--- src/rtl/seq_divider_pkg.sv ---
// Shared types for the sequential restoring divider.
// Latency: n/a (types and constant helpers only).
// Backpressure: n/a.
package seq_divider_pkg;

    typedef enum logic [1:0] {
        IDLE = 2'd0,
        RUN  = 2'd1,
        DONE = 2'd2
    } state_t;

    // Bits needed for a counter that holds every value 0..n.
    function automatic int cnt_width(input int n);
        return $clog2(n + 1);
    endfunction

endpackage

--- src/rtl/seq_divider_sub.sv ---
// Ripple-borrow subtractor: diff = a - b, bout = 1 when a < b (unsigned).
// Latency: combinational, zero cycles.
// Backpressure: none; output follows inputs.
module seq_divider_sub #(
    parameter int W = 9
) (
    input  logic [W-1:0] a,
    input  logic [W-1:0] b,
    output logic [W-1:0] diff,
    output logic         bout
);

    logic br;

    // Borrow ripples from the LSB upward, one full-subtractor cell per bit.
    always_comb begin
        br   = 1'b0;
        diff = '0;
        for (int i = 0; i < W; i++) begin
            diff[i] = a[i] ^ b[i] ^ br;
            br      = (~a[i] & b[i]) | (~(a[i] ^ b[i]) & br);
        end
        bout = br;
    end

endmodule

--- src/rtl/seq_divider.sv ---
// Unsigned restoring divider, one quotient bit per clock on a shared subtractor.
// Latency: N+1 edges from the accepting edge to done (1 edge for a zero divisor
//          when SEQ_DIVIDER_DZ_EARLY_EN is defined). Throughput one per N+2 cycles.
// Backpressure: start is taken only while ready=1; requests at other times are dropped.
module seq_divider #(
    parameter int N = 8
) (
    input  logic         clk,
    input  logic         rst,
    input  logic         start,
    input  logic [N-1:0] dividend,
    input  logic [N-1:0] divisor,
    output logic         ready,
    output logic         done,
    output logic [N-1:0] quotient,
    output logic [N-1:0] remainder,
    output logic         dz
);

    import seq_divider_pkg::*;

    localparam int CW = cnt_width(N);

    state_t        state;
    state_t        state_nxt;
    logic [N-1:0]  d_reg;
    logic [N-1:0]  q_reg;
    logic [N:0]    r_reg;
    logic [CW-1:0] cnt;

    logic [N:0]    s;
    logic [N:0]    t;
    logic          bout;
    logic [N-1:0]  q_nxt;
    logic [N:0]    r_nxt;
    logic          last_step;
    logic          zero_div;

    // Shift the next dividend bit into the partial remainder and trial-subtract D.
    assign s = {r_reg[N-1:0], q_reg[N-1]};

    seq_divider_sub #(.W(N + 1)) u_sub (
        .a    (s),
        .b    ({1'b0, d_reg}),
        .diff (t),
        .bout (bout)
    );

    // No borrow means S >= D: keep the difference and emit a 1 quotient bit.
    assign r_nxt     = bout ? s : t;
    assign q_nxt     = {q_reg[N-2:0], ~bout};
    assign last_step = (cnt == CW'(1));

`ifdef SEQ_DIVIDER_DZ_EARLY_EN
    assign zero_div = (divisor == '0);
`else
    assign zero_div = 1'b0;
`endif

    // The partial remainder stays below D, so its top bit is always zero and
    // never needs to reach an output.
    logic unused;
    assign unused = r_reg[N];

    // State register.
    always_ff @(posedge clk) begin
        if (rst) state <= IDLE;
        else     state <= state_nxt;
    end

    // Next-state and status decode; ready/done come from the state register only.
    always_comb begin
        state_nxt = state;
        ready     = 1'b0;
        done      = 1'b0;
        case (state)
            IDLE: begin
                ready = 1'b1;
                if (start) state_nxt = zero_div ? DONE : RUN;
            end
            RUN: begin
                if (last_step) state_nxt = DONE;
            end
            DONE: begin
                done      = 1'b1;
                state_nxt = IDLE;
            end
            default: state_nxt = IDLE;
        endcase
    end

    // Operand capture, iteration registers and held results.
    always_ff @(posedge clk) begin
        if (rst) begin
            d_reg     <= '0;
            q_reg     <= '0;
            r_reg     <= '0;
            cnt       <= '0;
            quotient  <= '0;
            remainder <= '0;
        end else begin
            case (state)
                IDLE: begin
                    if (start) begin
                        d_reg <= divisor;
                        q_reg <= dividend;
                        r_reg <= '0;
                        cnt   <= CW'(N);
                        if (zero_div) begin
                            quotient  <= '1;
                            remainder <= dividend;
                        end
                    end
                end
                RUN: begin
                    r_reg <= r_nxt;
                    q_reg <= q_nxt;
                    cnt   <= cnt - CW'(1);
                    if (last_step) begin
                        quotient  <= q_nxt;
                        remainder <= r_nxt[N-1:0];
                    end
                end
                default: ;
            endcase
        end
    end

`ifdef SEQ_DIVIDER_DZ_EARLY_EN
    logic dz_reg;

    // Divide-by-zero flag, updated only on result edges alongside quotient/remainder.
    always_ff @(posedge clk) begin
        if (rst) begin
            dz_reg <= 1'b0;
        end else if (state == IDLE && start) begin
            if (zero_div) dz_reg <= 1'b1;
        end else if (state == RUN && last_step) begin
            dz_reg <= 1'b0;
        end
    end

    assign dz = dz_reg;
`else
    assign dz = 1'b0;
`endif

endmodule

--- config.mk ---
export PLATFORM = sky130hd
export DESIGN_NAME = seq_divider
export DESIGN_NICKNAME = d
export VERILOG_FILES = /design/src/rtl/seq_divider_pkg.sv /design/src/rtl/seq_divider_sub.sv /design/src/rtl/seq_divider.sv
export SDC_FILE = /design/constraint.sdc
export NUM_CORES = 1
export LEC_CHECK = 0
export BUFFER_PORTS_ARGS = -buffer_cell sky130_fd_sc_hd__buf_2
export CORE_MARGIN = 3
export CORE_UTILIZATION = 55
export DETAILED_ROUTE_END_ITERATION = 8
export GPL_ROUTABILITY_DRIVEN = 0
export MAX_ROUTING_LAYER = met4
export PLACE_DENSITY_LB_ADDON = 0.25
export SYNTH_ARGS = -nofsm -noshare
export SYNTH_HDL_FRONTEND = slang
export SYNTH_HIERARCHICAL = 1
export SYNTH_SLANG_ARGS = --single-unit
--- constraint.sdc ---
create_clock -name clk -period 4.81 [get_ports clk]
set_clock_uncertainty 0.1 [all_clocks]
set_input_delay 0.962 -clock clk [delete_from_list [all_inputs] [get_ports clk]]
set_output_delay 0.962 -clock clk [all_outputs]
set_load 0.02 [all_outputs]
# Word-level counts from Yosys, hierarchy flattened
# Cells that the tools add are included.
# totals
in_bits	19
elab_cells	86
out_inout_bits	19
ff_bits	46
# op_classes
bitwise_logic	55
muxes	12
add_sub_neg	1
n_eq_ne	5
n_reduce_logical	6
# ops
operator	n
$pmux W8 S2	2
$mux W8	3
$not A1 Y1	17
$and A1 B1 Y1	16
$xor A1 B1 Y1	15
$pmux W4 S2	1
$reduce_and A2 Y1	4
$or A1 B1 Y1	7
$eq A4 B1 Y1 const B	1
$mux W2	2
$mux W4	1
$ne A2 B2 Y1 const B	2
$pmux W2 S2	1
$sub A4 B1 Y4 const B	1
$eq A2 B1 Y1 const B	1
$eq A2 B2 Y1 const B	1
$logic_not A2 Y1	1
$mux W1	2
$reduce_bool A2 Y1	1

# Longest topological paths before layout
# Gate-level depths: netlist of run 1.
# depth
depth_word	19
mapped_depth	18
mapped_depth_nobuf	17

# Modules after synthesis
# The synthesis of run 1 kept the hierarchy.
# by_module_without_submodules
module	cells_per_inst	area_each_um2	n_inst	seq_area_each_um2
seq_divider	201	1871.8	1	920.9
seq_divider_sub	29	247.7	1	0.0

# Worst setup path after synthesis of run 1
# OpenSTA, ideal clock, no wires.
# synth_timing
path_kind	register -> register
start	reg q_reg[7]
end	reg remainder[1]
synth_period_minus_slack_ns	4.186
required_ns	4.593
path_stages_with_launch	18
setup_time_ns	0.117
setup_slack_ns	0.624
arrival_time_ns	3.969
n_path_buf	1
cell_sequence	dfxtp_1 > inv_1 > ha_1 > inv_1 > fa_1 > inv_1 > fa_1 > fa_1 > fa_1 > fa_1 > fa_1 > fa_1 > inv_1 > fa_1 > inv_1 > clkbuf_1 > mux2_2 > a22o_1
# synth_between
elab_chain_len	18
elab_cells_between_ends	19
cone_classes	mux (1); bitwise (18)
# synth_rtl
element	line	rtl
from (decl)	seq_divider.sv:27	logic [N-1:0] q_reg;
from (signal assigned)	seq_divider.sv:106	q_reg <= dividend;
from (signal assigned)	seq_divider.sv:117	q_reg <= q_nxt;
$not A1 Y1	seq_divider_sub.sv:21	br = (~a[i] & b[i]) | (~(a[i] ^ b[i]) & br);
$and A1 B1 Y1 (2 in a row)	seq_divider_sub.sv:21	
$or A1 B1 Y1	seq_divider_sub.sv:21	
$and A1 B1 Y1	seq_divider_sub.sv:21	
$or A1 B1 Y1	seq_divider_sub.sv:21	
$and A1 B1 Y1	seq_divider_sub.sv:21	
$or A1 B1 Y1	seq_divider_sub.sv:21	
$and A1 B1 Y1	seq_divider_sub.sv:21	
(+2 left out)	n/a	
$or A1 B1 Y1	seq_divider_sub.sv:21	
$and A1 B1 Y1	seq_divider_sub.sv:21	
$or A1 B1 Y1	seq_divider_sub.sv:21	
$and A1 B1 Y1	seq_divider_sub.sv:21	
$or A1 B1 Y1	seq_divider_sub.sv:21	
$and A1 B1 Y1	seq_divider_sub.sv:21	
named net bout	seq_divider.sv:33	logic bout;
$mux W8	seq_divider.sv:50	assign r_nxt = bout ? s : t;
to (signal assigned)	seq_divider.sv:111	remainder <= dividend;
to (signal assigned)	seq_divider.sv:121	remainder <= r_nxt[N-1:0];
to (decl)	seq_divider.sv:16	output logic [N-1:0] remainder,
# The timed path passes the listed nets, and every way through them passes these cells.
# A chain may end at the register's enable or synchronous reset.

# Worst setup path after layout of run 1
# layout_timing
start	reg q_reg[7]
end	reg remainder[6]
# Same word-level chain as after synthesis.

==> impl_results.md, run 1 <==
* Psw at 225 uW
* Met1 Usage GRT at 0.270
* Stages on worst setup path at 16
* Worst slew pin tran at 867 ps
* FP Rows at 21
* Leakage at 1.06 nW
* Clk network pwr share at 0.337
* Vias in the first global route at 1571
* CTS Sinks at 46
* Placed cells at 298
* Post-route ant nets at 0
* Internal power at 615 uW
* Fin cells at 306
* Minimum clock period at 4360 ps
* Number of diodes at 0
* Status: finished clean
* Seq pwr share at 0.500
* Boundary pin count at 38
* Worst IR Drop VDD at 196 uV
* Cells along the critical path: inv_1, ha_1, inv_1, fa_1, inv_1, fa_1, fa_1, fa_1, fa_1, fa_1, fa_1, inv_1, fa_1, inv_1, mux2_2, a22o_1
* CP most frequent cell: fa_1
* Most frequent cells in the layout: dfxtp_1, buf_2, inv_1
* Post-CTS Setup Repair Bufs at 0
* CTS clk-pin slew, worst paths at 90 ps
* Fill cells at 303
* Finished layout cell area at 2390 um2
* CTS tree: yes
* Antenna violations before repair at 0
* Register area at 921 um2
* Vias at 1658
* Synthesized area at 2120 um2
* Worst Path Buf+Inv at 5
* Setup crit start kind: register
* Global routing usage on met2 at 0.320
* Finished Core Util at 0.680
* 1st-iter DRT viols at 90
* Mean area per synthesized cell at 9.22 um2
* Final setup vio count at 0
* Hold buffers post-CTS at 0
* Pwr dens at 351 nW/um2
* Met3 global-route usage at 0.0411
* Kind of end point of the critical path: register
* Max-cap violations at 0
* Worst setup path category: reg2reg
* Final Hold Vio Count at 0
* Final HPWL DP at 2960 um
* Post-cts sizing count at 0
* GR peak layer: met2
* Final worst-path cycle share at 0.906
* Die area at 4630 um2
* Arrival time at the worst endpoint at 4450 ps
* Unrepaired setup endpoints after global routing: false
* Slew Viols, Final at 0
* Slowest stage delay, CP at 410 ps
* FF+latch count, synth at 46
* Top Family by Delay on Critical Path: adder cells
* PortBufs at 36
* Clk Latency, worst-skew pair at 300 ps
* Cts bufs inserted at 5
* Post-synthesis cell count at 230
* Dpl ws at 472 ps
* Clock root cell: clkbuf_8
* Largest net degree at the start of global routing at 32
* Power, Total at 840 uW
* Die span in y at 68.1 um
* Core Box Area at 3520 um2
* Die W at 68.1 um
* Largest fanout on the critical path at 10
* Drt pass-1 iters at 4
* Clock Path Buffers at 2
* Worst hold slack at 372 ps
* First-pass GRT wire length at 7070 um
* Worst min path class: reg2reg
* TNS Setup at 0 ps
* Grt ovf at 0
* Worst Path Required at 4900 ps
* Switching Share at 0.268
* Initial cell density of the core at 0.602
* Layout cells sized above 1 at 0.219
* H-Tree Depth at 2
* Fmax at 0.229 GHz
* Post-synth cell types at 34
* Area Overhead vs Synth at 13.0%
* Total Routing Usage GR at 0.209
* Multi-input logic area at 1020 um2
* Fin nets at 289
* Final wirelength at 4300 um
* Setup slack, reg-to-reg at 450 ps
* Post-route worst setup slack at 451 ps
* DP Area at 2290 um2
* DRC at 0
* Worst r2r path cells at 16
* CP startpoint: q_reg[7]
* Warnings, synthesis at 6
* Worst setup endpoint: remainder[6]
* Cells on Worst Hold Path at 2
* Most common cell after layout, fill and taps aside: dfxtp_1
* R2r startpoint: q_reg[7]
* WL per Instance at 14.0 um
* Vias per std cell at 5.42
* Crit Reg-Reg Endpoint: remainder[6]
* Register area share after synthesis at 0.434
* Slowest-stage cell, CP: fa_1
* Comb pwr share at 0.163
* Slew HR at 0.422
## cells by family after synthesis
kind of cell             share of synthesized area
flip-flops                                   0.434
multiplexers                                0.0520
AO/OA/AOI/OAI                                0.183
AND/OR/NAND/NOR                              0.149
adder cells (fa/ha/maj)                     0.0933
buffers and inverters                       0.0868
other                                      0.00177
## synthesized netlist by cell type, drive strengths merged
cell type	instances	area, um2
nor2b	1	6.26
nand2b	3	18.8
nor3b	2	31.3
clkbuf	6	22.5
a21oi	18	93.8
a22o	22	193
conb	1	3.75
o21ba	1	10.0
ha	3	37.5
nand2	27	101
a2bb2oi	1	8.76
fa	8	160
and3	1	6.26
nor3	3	15.0
buf	9	52.6
mux2	8	90.1
nor2	16	60.1
a211oi	8	60.1
or3b	1	8.76
o21bai	1	7.51
nand3	8	40.0
dfxtp	46	921
inv	29	109
nand3b	2	15.0
mux2i	2	20.0
a221oi	1	8.76
and4bb	1	12.5
a31oi	1	6.26
## area by class of cell
cell class                      count  share of cell area
Clock buffer                        5              0.0287
Clock inverter                      3              0.0167
Inverter                           29              0.0455
Multi-Input combinational cell    141               0.425
Sequential cell                    46               0.385
Tap cell                           46              0.0240
Timing Repair Buffer               36              0.0752
## worst register-to-register path: stages (launching register included)
cell,delay (ps)
dfxtp_1,360
inv_1,50
ha_1,190
inv_1,60
fa_1,150
inv_1,50
fa_1,380
fa_1,410
fa_1,390
fa_1,380
fa_1,390
fa_1,360
inv_1,70
fa_1,170
inv_1,180
mux2_2,350
a22o_1,210
## per-layer routing
metal / vias to the layer above / routed length, um
met5: - / 0
met4: 0 / 70
met3: 9 / 186
met2: 33 / 2060
met1: 792 / 1980
li1: 824 / -
## power groups by stage
stage | combinational, mW | clock (mW) | sequential (mW)
after global routing | 0.156 | 0.305 | 0.423
after CTS | 0.138 | 0.286 | 0.420
final | 0.137 | 0.283 | 0.420
after floorplan | 0.110 | 0 | 0.422
after global placement | 0.133 | 0 | 0.428
after detailed placement | 0.137 | 0 | 0.428
## how the worst min path moves through the flow
stage                            from     endpoint
final                        d_reg[1]     d_reg[1]
after floorplan              d_reg[1]     d_reg[1]
after CTS                 quotient[2]  quotient[2]
after detailed placement  quotient[2]  quotient[2]
after global placement       d_reg[1]     d_reg[1]
after global routing      quotient[7]  quotient[7]
Note: power is estimated with default switching activity, not from simulation.
==> run 2, diff against run 1 <==
CORE_UTILIZATION = 54   (was 55)
SYNTH_HIERARCHICAL = unset   (was 1)
==> run 2 against run 1 <==
Effect of this change: utilization fell by 0.92 points; power increased by 7.9%; design area down 1.4%; sequential power is 3% higher; first-iteration DRC count is 94% higher; sequential cell count stayed put; worst setup slack improved by 160 ps; synthesized cell count down 6.5%; combinational power up 41%; routed wire length increased by 1.3%.
==> impl_results.md, run 2 <==
* CTS tree: yes (unchanged)
* CTS clk-pin slew, worst paths at 80 ps (was 90 ps)
* Post-synth EDFFs at 0 (unchanged)
* Die span in y at 68.0 um (was 68.1 um)
* FP Rows at 21 (unchanged)
* Fin nets at 275 (was 289)
* Final worst-path cycle share at 0.873 (was 0.906)
* Dpl ws at 654 ps (was 472 ps)
* Most frequent cells in the layout: dfxtp_1, buf_2, a21oi_1 (was dfxtp_1, buf_2, inv_1)
* TNS Setup at 0 ps (unchanged)
* Register area share after synthesis at 0.443 (was 0.434)
* WL per Instance at 14.8 um (was 14.0 um)
* Worst setup path category: reg2reg (unchanged)
* Max-cap violations at 0 (unchanged)
* Worst Path Required at 4910 ps (was 4900 ps)
* Leakage at 0.979 nW (was 1.06 nW)
* Cells on Worst Hold Path at 2 (unchanged)
* Post-route worst setup slack at 612 ps (was 451 ps)
* Post-synthesis cell count at 215 (was 230)
* Drt pass-1 iters at 4 (unchanged)
* Status: finished clean (unchanged)
* Worst r2r path cells at 14 (was 16)
* Synth cell count leaders: dfxtp_1, a21oi_1, nor2_1, mux2i_1, o21ai_0 (was dfxtp_1, inv_1, nand2_1, a22o_1, a21oi_1)
* Boundary pin count at 38 (unchanged)
* Final wirelength at 4350 um (was 4300 um)
* GR peak layer: met1 (was met2)
* Worst hold slack at 377 ps (was 372 ps)
* Core Box Area at 3520 um2 (unchanged)
* H-Tree Depth at 2 (unchanged)
* DRC at 0 (unchanged)
* Global routing usage on met2 at 0.283 (was 0.320)
* Met1 Usage GRT at 0.333 (was 0.270)
* FF+latch count, synth at 46 (unchanged)
* Clock Path Buffers at 2 (unchanged)
* First-pass GRT wire length at 7420 um (was 7070 um)
* Top cell type's share of synthesized area at 0.443 (was 0.434)
* Synth async-reset ratio at 0 (unchanged)
* Kind of end point of the critical path: register (unchanged)
* Clk Latency, worst-skew pair at 300 ps (about the same)
* PortBufs at 36 (unchanged)
* Hold path start: quotient[2] (was d_reg[1])
* Most common cell in the synthesized netlist: dfxtp_1 (unchanged)
* 1st-iter DRT viols at 175 (was 90)
* Mapped Nets at 244
* Most common cell after layout, fill and taps aside: dfxtp_1 (unchanged)
* Pwr dens at 383 nW/um2 (was 351 nW/um2)
* Die area at 4630 um2 (about the same)
* Final setup vio count at 0 (unchanged)
* Final Hold Vio Count at 0 (unchanged)
* Setup crit start kind: register (unchanged)
* Post-route ant nets at 0 (unchanged)
* CTS Sinks at 46 (unchanged)
* Hold buffers post-CTS at 0 (unchanged)
* Worst min path class: reg2reg (unchanged)
* Largest fanout on the critical path at 8 (was 10)
* Vias per std cell at 5.62 (was 5.42)
* Slew Viols, Final at 0 (unchanged)
* Post-CTS Setup Repair Bufs at 0 (unchanged)
* Number of diodes at 0 (unchanged)
* Warnings, synthesis at 0 (was 6)
* Mean area per synthesized cell at 9.67 um2 (was 9.22 um2)
* Synth area leaders: dfxtp_1, mux2i_1, fa_1 (was dfxtp_1, a22o_1, fa_1)
* Met3 global-route usage at 0.0394 (was 0.0411)
* Worst slew pin tran at 888 ps (was 867 ps)
* Synthesized area at 2080 um2 (was 2120 um2)
* Vias in the first global route at 1513 (was 1571)
* Hold Path End: quotient[2] (was d_reg[1])
* Largest net degree at the start of global routing at 33 (was 32)
* Vias at 1647 (was 1658)
* Grt ovf at 0 (unchanged)
* Slew HR at 0.405 (was 0.422)
* Antenna violations before repair at 0 (unchanged)
* Total Routing Usage GR at 0.220 (was 0.209)
* Unrepaired setup endpoints after global routing: false (unchanged)
* Die W at 68.0 um (was 68.1 um)
* Area Overhead vs Synth at 13.7% (was 13.0%)
* Crit Reg-Reg Endpoint: r_reg[0] (was remainder[6])
* Minimum clock period at 4200 ps (was 4360 ps)
* Layout cells sized above 1 at 0.190 (was 0.219)
* Clock root cell: clkbuf_8 (unchanged)
* Initial cell density of the core at 0.590 (was 0.602)
* Post-synth cell types at 37 (was 34)
* Area leader, netlist: dfxtp_1 (unchanged)
* Main synth FF type: dfxtp_1 (unchanged)
* Cts bufs inserted at 5 (unchanged)
* Post-cts sizing count at 0 (unchanged)
* R2r startpoint: q_reg[7] (unchanged)
* Setup slack, reg-to-reg at 610 ps (was 450 ps)
* Arrival time at the worst endpoint at 4300 ps (was 4450 ps)
* Fmax at 0.238 GHz (was 0.229 GHz)
* Worst IR Drop VDD at 311 uV (was 196 uV)
* Final HPWL DP at 3070 um (was 2960 um)
[run 2: cell count changes after synthesis, moves of 4 or more]
| cell | delta |
|---|---|
| nand2_1 | -26 |
| a22o_1 | -22 |
| inv_1 | -15 |
| mux2i_1 | +14 |
| o21ai_0 | +14 |
| o2bb2ai_1 | +10 |
| mux2_2 | -8 |
| o22ai_1 | +5 |
| a21oi_1 | +4 |
[run 2: metal layers]
layer / up-vias / part of all wire
met5: - / 0
met2: 42 / 0.43
li1: 830 / -
met1: 768 / 0.51
met3: 7 / 0.045
met4: 0 / 0.016
[run 2: final cells by class]
class | instances | area, um2
multi-input combinational | 140 | 1030
tap | 46 | 57.6
sequential | 46 | 921
clock buffer | 7 | 76.3
timing repair buffer | 38 | 195
inverter | 15 | 56.3
clock inverter | 1 | 30.0
fill | 306 | 1160
[run 2: kinds of logic after synthesis]
group	count (synthesis)	share of synthesized area
muxes	16	0.0771
and+or+nand+nor	41	0.101
buffers and inverters	29	0.0632
other	1	0.00180
DFF	46	0.443
adders and majority gates	10	0.0855
AOI/OAI and AO/OA	72	0.228
[run 2: worst max-delay path by stage]
stage / from / endpoint / depth (start not counted)
6_report: q_reg[7] / r_reg[0] / 14
5_1_grt: q_reg[7] / remainder[6] / 14
4_1_cts: q_reg[7] / r_reg[0] / 14
3_5_place_dp: q_reg[7] / r_reg[0] / 14
3_3_place_gp: q_reg[7] / r_reg[0] / 14
2_1_floorplan: q_reg[7] / r_reg[0] / 15
[run 2: through the flow]
stage	total power [mW]	utilization	area, um2	instances
finish	0.906	0.671	2360	293
global route	0.955	0.671	2360	293
CTS	0.910	0.671	2360	293
detailed placement	0.630	0.641	2260	285
global placement	0.624	0.641	2260	285
floorplan	0.583	-	2080	215
[run 2: report_power, final]
| group | switching, mW | leakage [nW] | internal [mW] |
|---|---|---|---|
| registers | 0.0235 | 0.376 | 0.407 |
| clock network | 0.126 | 0.0524 | 0.155 |
| logic | 0.114 | 0.551 | 0.0796 |
| total | 0.264 | 0.979 | 0.642 |
[run 2: critical path, cell delays in order, from the launching register on]
cell and delay, ps:
dfxtp_1 300, inv_1 90, ha_1 140, inv_1 50
fa_1 380, fa_1 390, fa_1 390, fa_1 390
fa_1 410, fa_1 370, inv_1 70, fa_1 200
nand2b_1 300, mux2i_1 240, a32o_1 290
==> run 3, diff against run 2 <==
CORE_UTILIZATION = 48   (was 54)
==> run 3 against run 2 <==
Effect of this change: global-route usage is 1.6 points lower; die area is 11% higher; register-to-register slack hardly changed; power is 5.7% lower; final cell count is 0.34% higher; maximum frequency is 0.28% lower; clock power is 18% lower; clock-buffer cell count is 1 lower; largest power group unchanged; highest routed layer unchanged.
==> impl_results.md, run 3 (synthesis gave the netlist of run 2 again) <==
* Status: finished clean (unchanged)
* Layout cells sized above 1 at 0.193 (was 0.190)
* 1st-iter DRT viols at 85 (was 175)
* TNS Setup at 0 ps (unchanged)
* Grt ovf at 0 (unchanged)
* Post-route ant nets at 0 (unchanged)
* Largest net degree at the start of global routing at 33 (unchanged)
* CP startpoint: q_reg[7] (unchanged)
* Vias in the first global route at 1592 (was 1513)
* Slew HR at 0.337 (was 0.405)
* Antenna violations before repair at 0 (unchanged)
* Final Hold Vio Count at 0 (unchanged)
* Max-cap violations at 0 (unchanged)
* Fin nets at 274 (was 275)
* Worst min path class: reg2reg (unchanged)
* Hold buffers post-CTS at 0 (unchanged)
* Worst setup path category: reg2reg (unchanged)
* Total Routing Usage GR at 0.204 (was 0.220)
* Final setup vio count at 0 (unchanged)
* Initial cell density of the core at 0.509 (was 0.590)
* Most frequent cells in the layout: dfxtp_1, buf_2, a21oi_1 (unchanged)
* Final wirelength at 4640 um (was 4350 um)
* Arrival time at the worst endpoint at 4300 ps (about the same)
* Worst slew pin tran at 990 ps (was 888 ps)
* Number of diodes at 0 (unchanged)
* Area Overhead vs Synth at 12.6% (was 13.7%)
* Worst Path Required at 4900 ps (was 4910 ps)
* Clock root cell: clkbuf_8 (unchanged)
* Die span in y at 71.8 um (was 68.0 um)
* Core Box Area at 4090 um2 (was 3520 um2)
* Final worst-path cycle share at 0.875 (was 0.873)
* WL per Instance at 15.8 um (was 14.8 um)
* Pwr dens at 365 nW/um2 (was 383 nW/um2)
* First-pass GRT wire length at 7870 um (was 7420 um)
* Multi-input logic area at 1030 um2 (about the same)
* Fmax at 0.238 GHz (about the same)
* Boundary pin count at 38 (unchanged)
* Post-CTS Setup Repair Bufs at 0 (unchanged)
* Minimum clock period at 4210 ps (was 4200 ps)
* CTS tree: yes (unchanged)
* Cts bufs inserted at 5 (unchanged)
* Leakage at 0.967 nW (was 0.979 nW)
* Most common cell after layout, fill and taps aside: dfxtp_1 (unchanged)
* Largest fanout on the critical path at 8 (unchanged)
* Unrepaired setup endpoints after global routing: false (unchanged)
* Finished Core Util at 0.573 (was 0.671)
* Slew Viols, Final at 0 (unchanged)
* Final HPWL DP at 3250 um (was 3070 um)
* PortBufs at 36 (unchanged)
* Worst IR Drop VDD at 226 uV (was 311 uV)
* Kind of end point of the critical path: register (unchanged)
* Clock Path Buffers at 2 (unchanged)
* Die area at 5160 um2 (was 4630 um2)
* H-Tree Depth at 2 (unchanged)
* Clk Latency, worst-skew pair at 290 ps (was 300 ps)
* Fill cells at 387 (was 306)
* Vias per std cell at 5.56 (was 5.62)
* FP Rows at 23 (was 21)
* Hold path start: quotient[2] (unchanged)
* Vias at 1635 (was 1647)
* Register area at 921 um2 (unchanged)
* Drt pass-1 iters at 4 (unchanged)
* DRC at 0 (unchanged)
* R2r startpoint: q_reg[7] (unchanged)
* CTS Sinks at 46 (unchanged)
* Post-cts sizing count at 0 (unchanged)
* Die W at 71.8 um (was 68.0 um)
* Setup crit start kind: register (unchanged)
* CTS clk-pin slew, worst paths at 80 ps (about the same)
## run 3: cell types whose count changed in the layout (fill, tap and decap cells not counted)
cell       previous run  this run
nor3b_2               1         2
clkbuf_8              5         6
bufinv_16             1         0
clkbuf_1              2         0
nor3b_1               1         0
buf_4                 2         1
## run 3: report_power, final
group	switching (mW)	leakage [nW]	internal (mW)
Clock	0.121	0.0431	0.111
Sequential	0.0228	0.376	0.407
Combinational	0.113	0.548	0.0801
## run 3: critical path: stages, from the launching register on
cell	delay (ps)
dfxtp_1	300
inv_1	80
ha_1	150
inv_1	50
fa_1	370
fa_1	390
fa_1	390
fa_1	380
fa_1	420
fa_1	390
inv_1	80
fa_1	200
nand2b_1	310
mux2i_1	230
a32o_1	280
## run 3: final cells by class
type	count	share of cell area
sequential	46	0.393
timing repair buffer	37	0.0802
inverter	15	0.0241
tap	50	0.0267
multi-input combinational	140	0.440
clock buffer	6	0.0353
## run 3: worst paths after layout
path                                    end  slack, ps  depth (start not counted)
worst max-delay path               r_reg[0]        600                         14
worst min-delay path            quotient[2]        380                          2
worst max register to register     r_reg[0]        600                         14
worst min register to register  quotient[2]        380                          2
## run 3: per-layer routing
layer  vias up  global-route usage  part of all wire
li1        825                   -                 -
met1       767               0.266              0.46
met2        34               0.309              0.48
met3         9              0.0519             0.042
met4         0              0.0689             0.021
met5         -                   -                 0
## run 3: metrics by stage
| stage | setup WS (ps) | total power, mW | hold slack (ps) | instances | cell area [um2] |
|---|---|---|---|---|---|
| finish | 600 | 0.854 | 375 | 294 | 2340 |
| global route | 368 | 0.900 | 387 | 294 | 2340 |
| CTS | 561 | 0.860 | 377 | 294 | 2340 |
| detailed placement | 582 | 0.632 | 366 | 288 | 2260 |
| global placement | 758 | 0.623 | 361 | 288 | 2260 |
| floorplan | 963 | 0.583 | 346 | 215 | 2080 |
